===== src/rtl/seg_pkg.sv =====
// Shared types and constants for the multiplexed 7-segment display path.
package seg_pkg;

  typedef enum logic [1:0] {
    IDLE  = 2'd0,
    BLANK = 2'd1,
    SHOW  = 2'd2
  } state_t;

  localparam logic [7:0] SEG_OFF = 8'hFF;
  localparam logic [3:0] AN_OFF  = 4'b1111;

  // Active-low segment patterns {dp,g,f,e,d,c,b,a}, dp kept off
  localparam logic [7:0] SEG_LUT [16] = '{
    8'hC0, 8'hF9, 8'hA4, 8'hB0, 8'h99, 8'h92, 8'h82, 8'hF8,
    8'h80, 8'h90, 8'h88, 8'h83, 8'hC6, 8'hA1, 8'h86, 8'h8E
  };

endpackage


===== src/rtl/hex_to_seg.sv =====
// Combinational hex nibble to active-low 7-segment pattern.
module hex_to_seg
  import seg_pkg::*;
(
  input  logic [3:0] hex,
  output logic [7:0] seg
);

  assign seg = SEG_LUT[hex];

endmodule


===== src/rtl/seg_scan_ctrl.sv =====
// 4-digit 7-segment scan scheduler with blanking, leading-zero suppression
// and a frame-aligned valid/ready value update.
module seg_scan_ctrl
  import seg_pkg::*;
#(
  parameter int TICKS_PER_DIGIT = 100000,
  parameter int BLANK_TICKS     = 1000
) (
  input  logic        clk,
  input  logic        rst,
  input  logic        enable,
  input  logic        blank_lz,
  input  logic [15:0] value,
  input  logic        value_valid,
  output logic        value_ready,
  output logic [3:0]  an,
  output logic [7:0]  out,
  output logic        frame_done
);

  localparam int MAX_TICKS = (TICKS_PER_DIGIT > BLANK_TICKS) ? TICKS_PER_DIGIT : BLANK_TICKS;
  localparam int CNT_W     = (MAX_TICKS > 1) ? $clog2(MAX_TICKS) : 1;
  localparam logic [CNT_W-1:0] SHOW_LAST  = CNT_W'(TICKS_PER_DIGIT - 1);
  localparam logic [CNT_W-1:0] BLANK_LAST = CNT_W'((BLANK_TICKS > 0) ? BLANK_TICKS - 1 : 0);
  localparam logic [CNT_W-1:0] CNT_ONE    = CNT_W'(1);
  localparam state_t GAP_STATE = (BLANK_TICKS > 0) ? BLANK : SHOW;

  state_t           state_q, state_d;
  logic [1:0]       digit_q, digit_d;
  logic [CNT_W-1:0] cnt_q, cnt_d;
  logic             boundary;
  logic [15:0]      disp_q, disp_d, shadow_q;
  logic             pending_q, accept;
  logic [3:0]       nib;
  logic [7:0]       dec;
  logic             lz_dark;
  logic [3:0]       an_d;
  logic [7:0]       seg_d;
  logic             fd_d;

  assign value_ready = !pending_q;
  assign accept      = value_valid && !pending_q;

  always_comb begin
    state_d  = state_q;
    digit_d  = digit_q;
    cnt_d    = cnt_q + CNT_ONE;
    boundary = 1'b0;
    if (!enable) begin
      state_d = IDLE;
      digit_d = 2'd0;
      cnt_d   = '0;
    end else begin
      unique case (state_q)
        IDLE: begin
          boundary = 1'b1;
          state_d  = GAP_STATE;
          digit_d  = 2'd0;
          cnt_d    = '0;
        end
        BLANK: begin
          if (cnt_q == BLANK_LAST) begin
            state_d = SHOW;
            cnt_d   = '0;
          end
        end
        SHOW: begin
          if (cnt_q == SHOW_LAST) begin
            state_d  = GAP_STATE;
            digit_d  = digit_q + 2'd1;
            cnt_d    = '0;
            boundary = (digit_q == 2'd3);
          end
        end
        default: begin
          state_d = IDLE;
          digit_d = 2'd0;
          cnt_d   = '0;
        end
      endcase
    end
  end

  // Outputs are built from the next state so they flip on the same edge as the FSM
  always_comb begin
    disp_d = (boundary && pending_q) ? shadow_q : disp_q;
    unique case (digit_d)
      2'd0: begin nib = disp_d[3:0];   lz_dark = 1'b0;                             end
      2'd1: begin nib = disp_d[7:4];   lz_dark = blank_lz && (disp_d[15:4] == '0);  end
      2'd2: begin nib = disp_d[11:8];  lz_dark = blank_lz && (disp_d[15:8] == '0);  end
      default: begin nib = disp_d[15:12]; lz_dark = blank_lz && (disp_d[15:12] == '0); end
    endcase
    an_d  = AN_OFF;
    seg_d = SEG_OFF;
    if (state_d == SHOW && !lz_dark) begin
      an_d  = ~(4'b0001 << digit_d);
      seg_d = dec;
    end
    fd_d = (state_d == SHOW) && (digit_d == 2'd3) && (cnt_d == SHOW_LAST);
  end

  hex_to_seg u_dec (
    .hex (nib),
    .seg (dec)
  );

  always_ff @(posedge clk or posedge rst) begin
    if (rst) begin
      state_q    <= IDLE;
      digit_q    <= 2'd0;
      cnt_q      <= '0;
      disp_q     <= '0;
      shadow_q   <= '0;
      pending_q  <= 1'b0;
      an         <= AN_OFF;
      out        <= SEG_OFF;
      frame_done <= 1'b0;
    end else begin
      state_q    <= state_d;
      digit_q    <= digit_d;
      cnt_q      <= cnt_d;
      disp_q     <= disp_d;
      if (accept) shadow_q <= value;
      pending_q  <= accept || (pending_q && !boundary);
      an         <= an_d;
      out        <= seg_d;
      frame_done <= fd_d;
    end
  end

endmodule


===== config.mk =====
export PLATFORM = sky130hd
export DESIGN_NAME = seg_scan_ctrl
export DESIGN_NICKNAME = d
export VERILOG_FILES = /design/src/rtl/seg_pkg.sv /design/src/rtl/hex_to_seg.sv /design/src/rtl/seg_scan_ctrl.sv
export SDC_FILE = /design/constraint.sdc
export NUM_CORES = 1
export LEC_CHECK = 0
export CORE_AREA = 4 4 100 102
export CTS_CLUSTER_DIAMETER = 30
export CTS_CLUSTER_SIZE = 25
export DETAILED_ROUTE_END_ITERATION = 12
export DIE_AREA = 0 0 104 106
export GPL_TIMING_DRIVEN = 0
export HOLD_SLACK_MARGIN = 0.15
export SETUP_SLACK_MARGIN = 0.3
export SLEW_MARGIN = 20
export SYNTH_ARGS = -nofsm -noshare
export SYNTH_HDL_FRONTEND = slang
export SYNTH_SLANG_ARGS = --single-unit

===== constraint.sdc =====
create_clock -name clk -period 5.7 [get_ports clk]
set_input_delay 0.57 -clock clk [delete_from_list [all_inputs] [get_ports clk]]
set_output_delay 0.57 -clock clk [all_outputs]
set_load 0.005 [all_outputs]

Word-level counts from Yosys, hierarchy flattened
Memory sizes are Yosys's and may differ from the RTL's.
Cells that the tools add are included.
Operators by class
  add/sub/neg operators: 2
  order comparisons: 1
  eq/ne operators: 10
  shift-type cells: 1
  multiplexer cells: 21
  bitwise logic cells: 2
  reduce and logical (&&, ||, !) cells: 18
Operators by type and width (count)
  2-to-1 mux 17 bit: 3
  equality test 17 bit, second input constant: 2
  case mux 17 bit (2 select lines): 1
  2-to-1 mux 8 bit: 3
  adder 17 x 1 -> 17 bit, second input constant: 1
  equality test 17 x 10 -> 1 bit, second input constant: 1
  2-to-1 mux 16 bit: 1
  logical NOT 12 bit: 1
  case mux 4 bit (3 select lines): 1
  equality test 2 bit, second input constant: 5
  2-to-1 mux 2 bit: 5
  logical AND 1 bit: 9
  logical NOT 8 bit: 1
  case mux 2 bit (3 select lines): 1
  >= comparator 5 bit, second input constant: 1
  NOT 4 -> 5 bit: 1
  equality test 2 x 1 -> 1 bit, second input constant: 2
  logical NOT 2 bit: 2
  logical NOT 4 bit: 1
  2-to-1 mux 4 bit: 1
  NOT 4 bit: 1
  case mux 2 bit (2 select lines): 1
  << shifter 1 x 2 -> 4 bit, first input constant: 1
  logical NOT 1 bit: 3
  5 further kinds: 6
Storage, ports and cells
  flip-flop bits (word level): 67
  bits in read-only memories: 128
  input bits: 21
  output and inout port bits: 14
  logic and storage cells: 65
  memories kept: 1
Memory list
  (name not given): words 16, width 8, rd ports 1, clocked after Yosys merged registers in 0, write ports 0, line hex_to_seg.sv:9  | assign seg = SEG_LUT[hex];

Logic depth before layout (Yosys ltp)
Gate-level depths: netlist of run 1.
  depth in word-level cells: 12
  depth in mapped cells: 21

Modules after synthesis
A second synthesis of run 1 with hierarchy kept.
Second synthesis, totals
  cell total of the unflattened synthesis: 349
  area total of the unflattened synthesis: 3733.6 um2
Modules (own cells, without submodules)
  seg_scan_ctrl: instances 1, cells an instance 316, area each 3459.6 um2, seq. area each 1691.6 um2
  hex_to_seg: instances 1, cells an instance 33, area each 274.0 um2, seq. area each 0.0 um2

Worst setup path before layout of run 1
Ideal clock, no wire load.
  path kind: register to register
  start point: register cnt_q[12]
  end point: register out[3]
  setup time: 0.091 ns
  arrival time: 4.118 ns
  setup slack: 1.491 ns
  stages on the path, launching flop included: 20
  buffers on the path: 1
  clock period less this slack: 4.209 ns
  cell sequence: dfrtp_1 > or4_1 > or4_4 > o21ai_0 > nand2b_1 > a32o_1 > nand3_1 > inv_1 > ha_1 > buf_1 > inv_1 > o21ai_0 > a31oi_1 > o211ai_1 > o32ai_1 > inv_1 > ha_1 > mux2i_1 > mux2_2 > nand2_1
On the way
  elaborated cells on any way between the ends: 33
  those cells by class: 5 x eq/ne; 16 x mux; 1 x bitwise; 10 x reduce/logical; 1 x memory
RTL lines
  start: declaration: line seg_scan_ctrl.sv:30  | logic [CNT_W-1:0] cnt_q, cnt_d;
  start signal: assignment: line seg_scan_ctrl.sv:121  | cnt_q <= cnt_d;
  equality test 17 bit *: line seg_scan_ctrl.sv:68  | if (cnt_q == SHOW_LAST) begin
  2-to-1 mux 2 bit *: line seg_scan_ctrl.sv:68
  case mux 2 bit (2 select lines) *: line seg_scan_ctrl.sv:54  | unique case (state_q)
  2-to-1 mux 2 bit *: line seg_scan_ctrl.sv:49  | if (!enable) begin
  named net digit_d[1]: line seg_scan_ctrl.sv:29  | logic [1:0] digit_q, digit_d;
  equality test 2 bit, or another cell as far along: line seg_scan_ctrl.sv:87  | unique case (digit_d)
  case mux 4 bit (3 select lines): line seg_scan_ctrl.sv:87
  NOT 4 -> 5 bit (not written as such): line hex_to_seg.sv:9
  memory read (16 x 8 bit)
  2-to-1 mux 8 bit (not written as such) (2 in a row): line hex_to_seg.sv:9
  2-to-1 mux 8 bit *: line seg_scan_ctrl.sv:95  | if (state_d == SHOW && !lz_dark) begin
  named net seg_d[3]: line seg_scan_ctrl.sv:38  | logic [7:0] seg_d;
  end signal: assignment: line seg_scan_ctrl.sv:126  | out <= seg_d;
  end: declaration: line seg_scan_ctrl.sv:17  | output logic [7:0] out,
Mark *: on every way through the listed nets, which the timed path passes. The rest lies on a longest branch. The select of a mux whose other input is x is not followed.
A chain may end at the register's enable or synchronous reset.

Final worst setup path of run 1
  start point: register cnt_q[11]
  end point: register out[3]
On the way
  word-level cells in the longest chain between the ends: 12
  elaborated cells on any way between the ends: 33
  those cells by class: 5 x eq/ne; 16 x mux; 1 x bitwise; 10 x reduce/logical; 1 x memory
RTL lines
  equality test 17 bit: line seg_scan_ctrl.sv:68
  2-to-1 mux 1 bit: line seg_scan_ctrl.sv:68
  case mux 1 bit (2 select lines): line seg_scan_ctrl.sv:54
  2-to-1 mux 1 bit: line seg_scan_ctrl.sv:49
  logical AND 1 bit: line seg_scan_ctrl.sv:86  | disp_d = (boundary && pending_q) ? shadow_q : disp_q;
  2-to-1 mux 16 bit: line seg_scan_ctrl.sv:86
  case mux 4 bit (3 select lines), or another cell as far along: line seg_scan_ctrl.sv:87
  NOT 4 -> 5 bit (not written as such), or another cell as far along: line hex_to_seg.sv:9
  memory read (16 x 8 bit) / case mux 1 bit (3 select lines) (equally long branches)
  2-to-1 mux 8 bit (not written as such) / logical NOT 1 bit (equally long branches): line hex_to_seg.sv:9, seg_scan_ctrl.sv:95
  2-to-1 mux 8 bit (not written as such) / logical AND 1 bit (equally long branches): line hex_to_seg.sv:9, seg_scan_ctrl.sv:95
  2-to-1 mux 8 bit *: line seg_scan_ctrl.sv:95
  named net seg_d[3]: line seg_scan_ctrl.sv:38
Marks and branches as above.

==> impl_metrics.yaml, run 1 <==
critical_path:
  cp.required_ps: 5950
  start_kind: "flop"
  r2r_setup_slack_ps: 720
  rr_endpoint: "out[3]"
  r2r-start: "cnt_q[11]"
  cp-endpoint: "out[3]"
  worst-path-max-fanout: 10
  crit_path_end_kind: "flop"
  crit_start: "cnt_q[11]"
  crit_type: "reg -> reg"
  reg2reg_depth: 18
  arrival_ps: 5230
status:
  status: "finished clean"
sta:
  finClkSkew_ps: 14.51
  fin_crit_ps: 4976
  clock.fmax_mhz: 201.0
  setup_slack_ps: 723.9
  finalHoldViolations: 0
  fin_tns_setup_ps: 0
  setup_viol: 0
  slew_violations: 0
  tightest_slew_ps: 771.1
  period_share_pct: 87.30
  relSlewSlack_pct: 48.60
  rsz0062_at_grt: "false"
place:
  dpl.hpwl_um: 5383
  finalWeightedCongestion: 0.8021
  place_ws_ps: 783.3
  dp.cells: 481
  portBuffers: 33
cts:
  cts_buffers: 9
  cts_root_buf: "clkbuf_8"
  cts_tree: "built"
  clock_sinks: 66
  hold_buffers: 0
  postCtsResizedCells: 0
  cts_max_path_buffers: 2
  clk_pin_slew_ps: 80
  clock_latency_ps: 350
  htreeDepth: 3
  post-cts-setup-buffers: 0
drt:
  routed_wl_um: 7311
  drt-initial-drc-count: 96
  routedWlPerCell_um: 14.71
  avgViaCountPerCell: 5.179
  ant_nets: 0
  routed-via-count: 2574
  firstDrtPassIters: 4
  drc: 0
final_layout:
  area_growth_pct: 19.74
  final_common_cell: "dfrtp_1"
  nNetsFinal: 418
  layout.cells.non_filler: 497
  num_antenna_cells: 0
  mostFrequentLayoutCells: "55 x dfrtp_1, 33 x clkdlybuf4s50_1, 30 x nand2_1"
  drive_above_1_share_pct: 17.88
floorplanning:
  die-area_um2: 11020
  fp.dieH_um: 106
  start_util_pct: 38.90
  core_um2: 9109
  die_w_um: 104
  io_pins: 35
  num_rows: 35
global_route:
  grt_pass1_wl_um: 12870
  antenna_found_initial: 0
  grt.busiest_layer: "met2"
  grt.met3_usage_pct: 3.582
  grt_max_degree: 40
  grt_usage_pct: 14.45
  use_met1_pct: 19.95
  grt-ovfl-total: 0
  grt_pass1_vias: 2633
  use_met2_pct: 22.24
synth:
  netlist_area_um2: 3543
  synth.distinct_cells: 56
  syn_nets: 373
  synth_edf_count: 0
  synth-seq-cells: 66
  synth_cells: 336
  async_flop_share_pct: 100.0
  yosysSeqAreaShare_pct: 47.00
  synth_warnings: 0
  syn_area_per_cell_um2: 10.55
  synth_flop_cell: "dfrtp_1"
power:
  power_leakage_nw: 1.756
  ir_worst_vdd_uv: 218.9
  powerDensity_nw_per_um2: 333.0
job:
  maxCapViolCount: 0
worst_hold_path:
  hold_class: "reg -> reg"
[worst max-delay path, stage by stage, from the launching register on]
cell	delay, ps
dfrtp_1	430
or4_1	590
or4_4	570
nor2_1	320
nand2_1	90
o21ai_0	190
nand3_1	160
ha_1	250
clkbuf_1	250
a22oi_1	230
o21ai_0	100
a31oi_1	150
o211ai_1	120
o32ai_1	640
inv_1	180
ha_1	290
mux2i_1	140
mux2_2	150
nand2_1	50
[through the flow]
step                area, µm²  total power [mW]  util, %  hold WS (ps)
finish                   4243             1.413    46.58         506.1
global route             4243             1.511    46.58         534.7
CTS                      4243             1.428    46.58         508.8
detailed placement       4035             1.009    44.30         496.0
global placement         4013            0.9948    44.05         488.5
floorplan                3543            0.9053        -         449.6
[kinds of logic after synthesis]
group           share of synthesized area (%)
compound gates                          9.958
buf+inv                                 4.060
mux                                     13.28
simple gates                            15.50
flops                                   47.00
other cells                            0.1058
fa+ha+maj                               5.650
xor+xnor                                4.449
[per-layer routing]
| metal | vias up | wire length (µm) | share of wire [%] |
|---|---|---|---|
| met3 | 6 | 303 | 4.1 |
| met2 | 45 | 3311 | 45 |
| met1 | 1242 | 3607 | 49 |
| met4 | 0 | 88 | 1.2 |
| li1 | 1281 | - | - |
| met5 | - | 0 | 0 |
[cell type report]
type / count / area (µm²)
Clock buffer: 9 / 123.9
Tap cell: 111 / 138.9
Fill cell: 896 / 4866
Clock inverter: 7 / 83.83
Inverter: 17 / 66.31
Multi-Input combinational cell: 236 / 1734
Timing Repair Buffer: 34 / 350.3
Sequential cell: 66 / 1665
Buffer: 17 / 80.08
[worst min-delay path by stage]
stage                     start     endpoint  slack, ps  depth (start not counted)
global placement      disp_q[1]    disp_q[1]        490                          1
detailed placement     cnt_q[0]     cnt_q[0]        500                          1
global route        shadow_q[1]  shadow_q[1]        530                          1
floorplan              cnt_q[0]     cnt_q[0]        450                          1
finish                 cnt_q[0]     cnt_q[0]        510                          1
CTS                    cnt_q[0]     cnt_q[0]        510                          1
[synth_stat cells (5+ instances only)]
cell type,count,area (µm²)
nand3_1,12,60.06
nand2b_1,5,31.28
mux2i_1,14,140.1
xnor2_1,8,70.07
nor2_1,26,97.59
a21oi_1,7,35.03
nand2_1,30,112.6
clkbuf_1,9,33.78
mux2_2,28,315.3
nor4_1,6,37.54
o21ai_0,8,40.04
xor2_1,10,87.58
inv_1,17,63.81
and3_1,5,31.28
dfstp_2,11,289.0
dfrtp_1,55,1376
ha_1,16,200.2
[power by group]
group | switching [mW] | internal (mW) | total [mW]
sequential | 0.0731 | 0.562 | 0.635
clock | 0.202 | 0.210 | 0.412
combinational | 0.178 | 0.188 | 0.366
[state kept, by name, indices dropped and copies added, names as in the netlist]
| signal | flops |
|---|---|
| frame_done | 1 |
| pending_q | 1 |
| an | 4 |
| out | 7 |
| disp_q | 16 |
| cnt_q | 17 |
| shadow_q | 16 |
| state_q | 2 |
| digit_q | 2 |
(Power assumes the default switching activity.)
==> run 2, diff against run 1 <==
CTS_CLUSTER_DIAMETER = 120   (was 30)
==> results of run 2 <==
Same layout as run 1: the final DEF is identical, and so are final timing and power.
==> run 3, diff against run 2 <==
clock period = 5.06 ns   (was 5.7 ns; I/O delays follow)
==> impl_metrics.yaml, run 3 (synthesis results as in run 1) <==
final_layout:
  final_common_cell: "dfrtp_1"
  mostFrequentLayoutCells: "55 x dfrtp_1, 33 x clkdlybuf4s50_1, 30 x nand2_1"
  ff_latch_area_um2: 1665
  nNetsFinal: 420
  area_growth_pct: 20.59
  top_register: "cnt_q"
  reg_top3: "cnt_q x17, disp_q x16, shadow_q x16"
  drive_above_1_share_pct: 19.33
  num_antenna_cells: 0
  fillCellCount: 892
  largest_register_ffs: 17
  multiInputGateArea_um2: 1748
floorplanning:
  start_util_pct: 38.90
  io_pins: 35
  fp.dieH_um: 106
  die_w_um: 104
  core_um2: 9109
  die-area_um2: 11020
  num_rows: 35
global_route:
  grt_usage_pct: 14.44
  grt_pass1_vias: 2633
  grt_pass1_wl_um: 12860
  antenna_found_initial: 0
  grt_max_degree: 40
  grt-ovfl-total: 0
power:
  p_int_mw: 1.093
  p_sw_share_pct: 31.96
  p_sw_mw: 0.5136
  power.share.clock_pct: 28.9
  pwr-share-comb_pct: 26.7
  ir_worst_vdd_uv: 245.8
  seq_power_share_pct: 44.4
  power_leakage_nw: 1.772
  powerDensity_nw_per_um2: 376.1
cts:
  clock_sinks: 66
  cts_root_buf: "clkbuf_8"
  hold_buffers: 0
  clock_latency_ps: 350
  clk_pin_slew_ps: 80
  cts_max_path_buffers: 2
  cts_tree: "built"
  htreeDepth: 3
  cts_buffers: 9
sta:
  setup_viol: 0
  fin_tns_setup_ps: 0
  slew_violations: 0
  period_share_pct: 89.31
  relSlewSlack_pct: 49.16
  fin_crit_ps: 4519
  holdWs_ps: 485.7
  rsz0062_at_grt: "true"
  tightest_slew_ps: 762.6
  finClkSkew_ps: 14.78
  clock.fmax_mhz: 221.3
  finalHoldViolations: 0
critical_path:
  start_kind: "flop"
  crit_type: "reg -> reg"
  path_buf_inv: 2
  worst-path-max-fanout: 10
  critPathMaxStageDelay_ps: 590
  arrival_ps: 4770
  r2r-start: "cnt_q[11]"
  rr_endpoint: "out[3]"
  cpMaxStageDelayCell: "or4_1"
  cp_top_family: "simple AND/OR/NAND/NOR gates"
  crit_path_end_kind: "flop"
  critical_path.cell_chain: "or4_1, or4_4, nor2_2, nand2_1, o21ai_0, nand3_1, ha_1, clkbuf_2, a22oi_1, o21ai_0, a31oi_1, o211ai_1, o32ai_2, inv_1, ha_1, mux2i_1, mux2_2, nand2_1"
  cp.required_ps: 5310
  reg2reg_depth: 18
  r2r_setup_slack_ps: 540
drt:
  drt-initial-drc-count: 104
  drc: 0
  routedWlPerCell_um: 14.71
  routed-via-count: 2598
  avgViaCountPerCell: 5.206
  firstDrtPassIters: 4
  routed_wl_um: 7341
  ant_nets: 0
job:
  maxCapViolCount: 0
place:
  dpl.hpwl_um: 5383
  finalWeightedCongestion: 0.8021
  portBuffers: 33
status:
  status: "finished clean"
worst_hold_path:
  hold_class: "in -> async"
-- run 3: final cells by class --
cell class | count | share of cell area [%]
multi-input combinational | 236 | 40.91
sequential | 66 | 38.98
timing repair buffer | 36 | 8.550
tap | 111 | 3.250
clock buffer | 9 | 2.899
clock inverter | 7 | 1.962
buffer | 17 | 1.903
inverter | 17 | 1.552
-- run 3: worst max path at each step --
stage / endpoint / cells after the start / from
after global routing: out[0] / 16 / cnt_q[11]
after detailed placement: out[3] / 18 / cnt_q[11]
final: out[3] / 18 / cnt_q[11]
after floorplan: out[3] / 19 / cnt_q[12]
after CTS: out[3] / 18 / cnt_q[11]
after global placement: out[3] / 18 / cnt_q[11]
-- run 3: per-layer routing --
layer  wire length (µm)  share of wire [%]  GRT usage (%)
met1               3582                 49          19.91
met2               3292                 45          22.24
met3                367                5.0          3.582
met4                 99                1.3          4.843
met5                  0                  0              0
-- run 3: per-stage QoR --
stage / power [mW] / util [%] / instance area, µm² / instances / setup WS (ps)
after floorplan: 1.020 / - / 3543 / 336 / 850.7
after global placement: 1.121 / 44.05 / 4013 / 480 / 152.0
after detailed placement: 1.137 / 44.30 / 4035 / 481 / 143.3
after CTS: 1.613 / 46.66 / 4250 / 497 / 310.3
after global routing: 1.718 / 46.91 / 4273 / 499 / 239.4
final: 1.607 / 46.91 / 4273 / 499 / 541.0
-- run 3: power groups by stage --
stage	logic, mW	clock network, mW	registers, mW
final	0.428	0.464	0.714
after global routing	0.479	0.507	0.732
after CTS	0.420	0.479	0.714
after detailed placement	0.414	0	0.723
after global placement	0.400	0	0.721
after floorplan	0.326	0	0.694
-- run 3: repair_timing --
item,4_1_cts,5_1_grt
setup endpoints to repair,7,7
pin swaps,0,1
buffers inserted,0,2
gates resized for setup,1,5
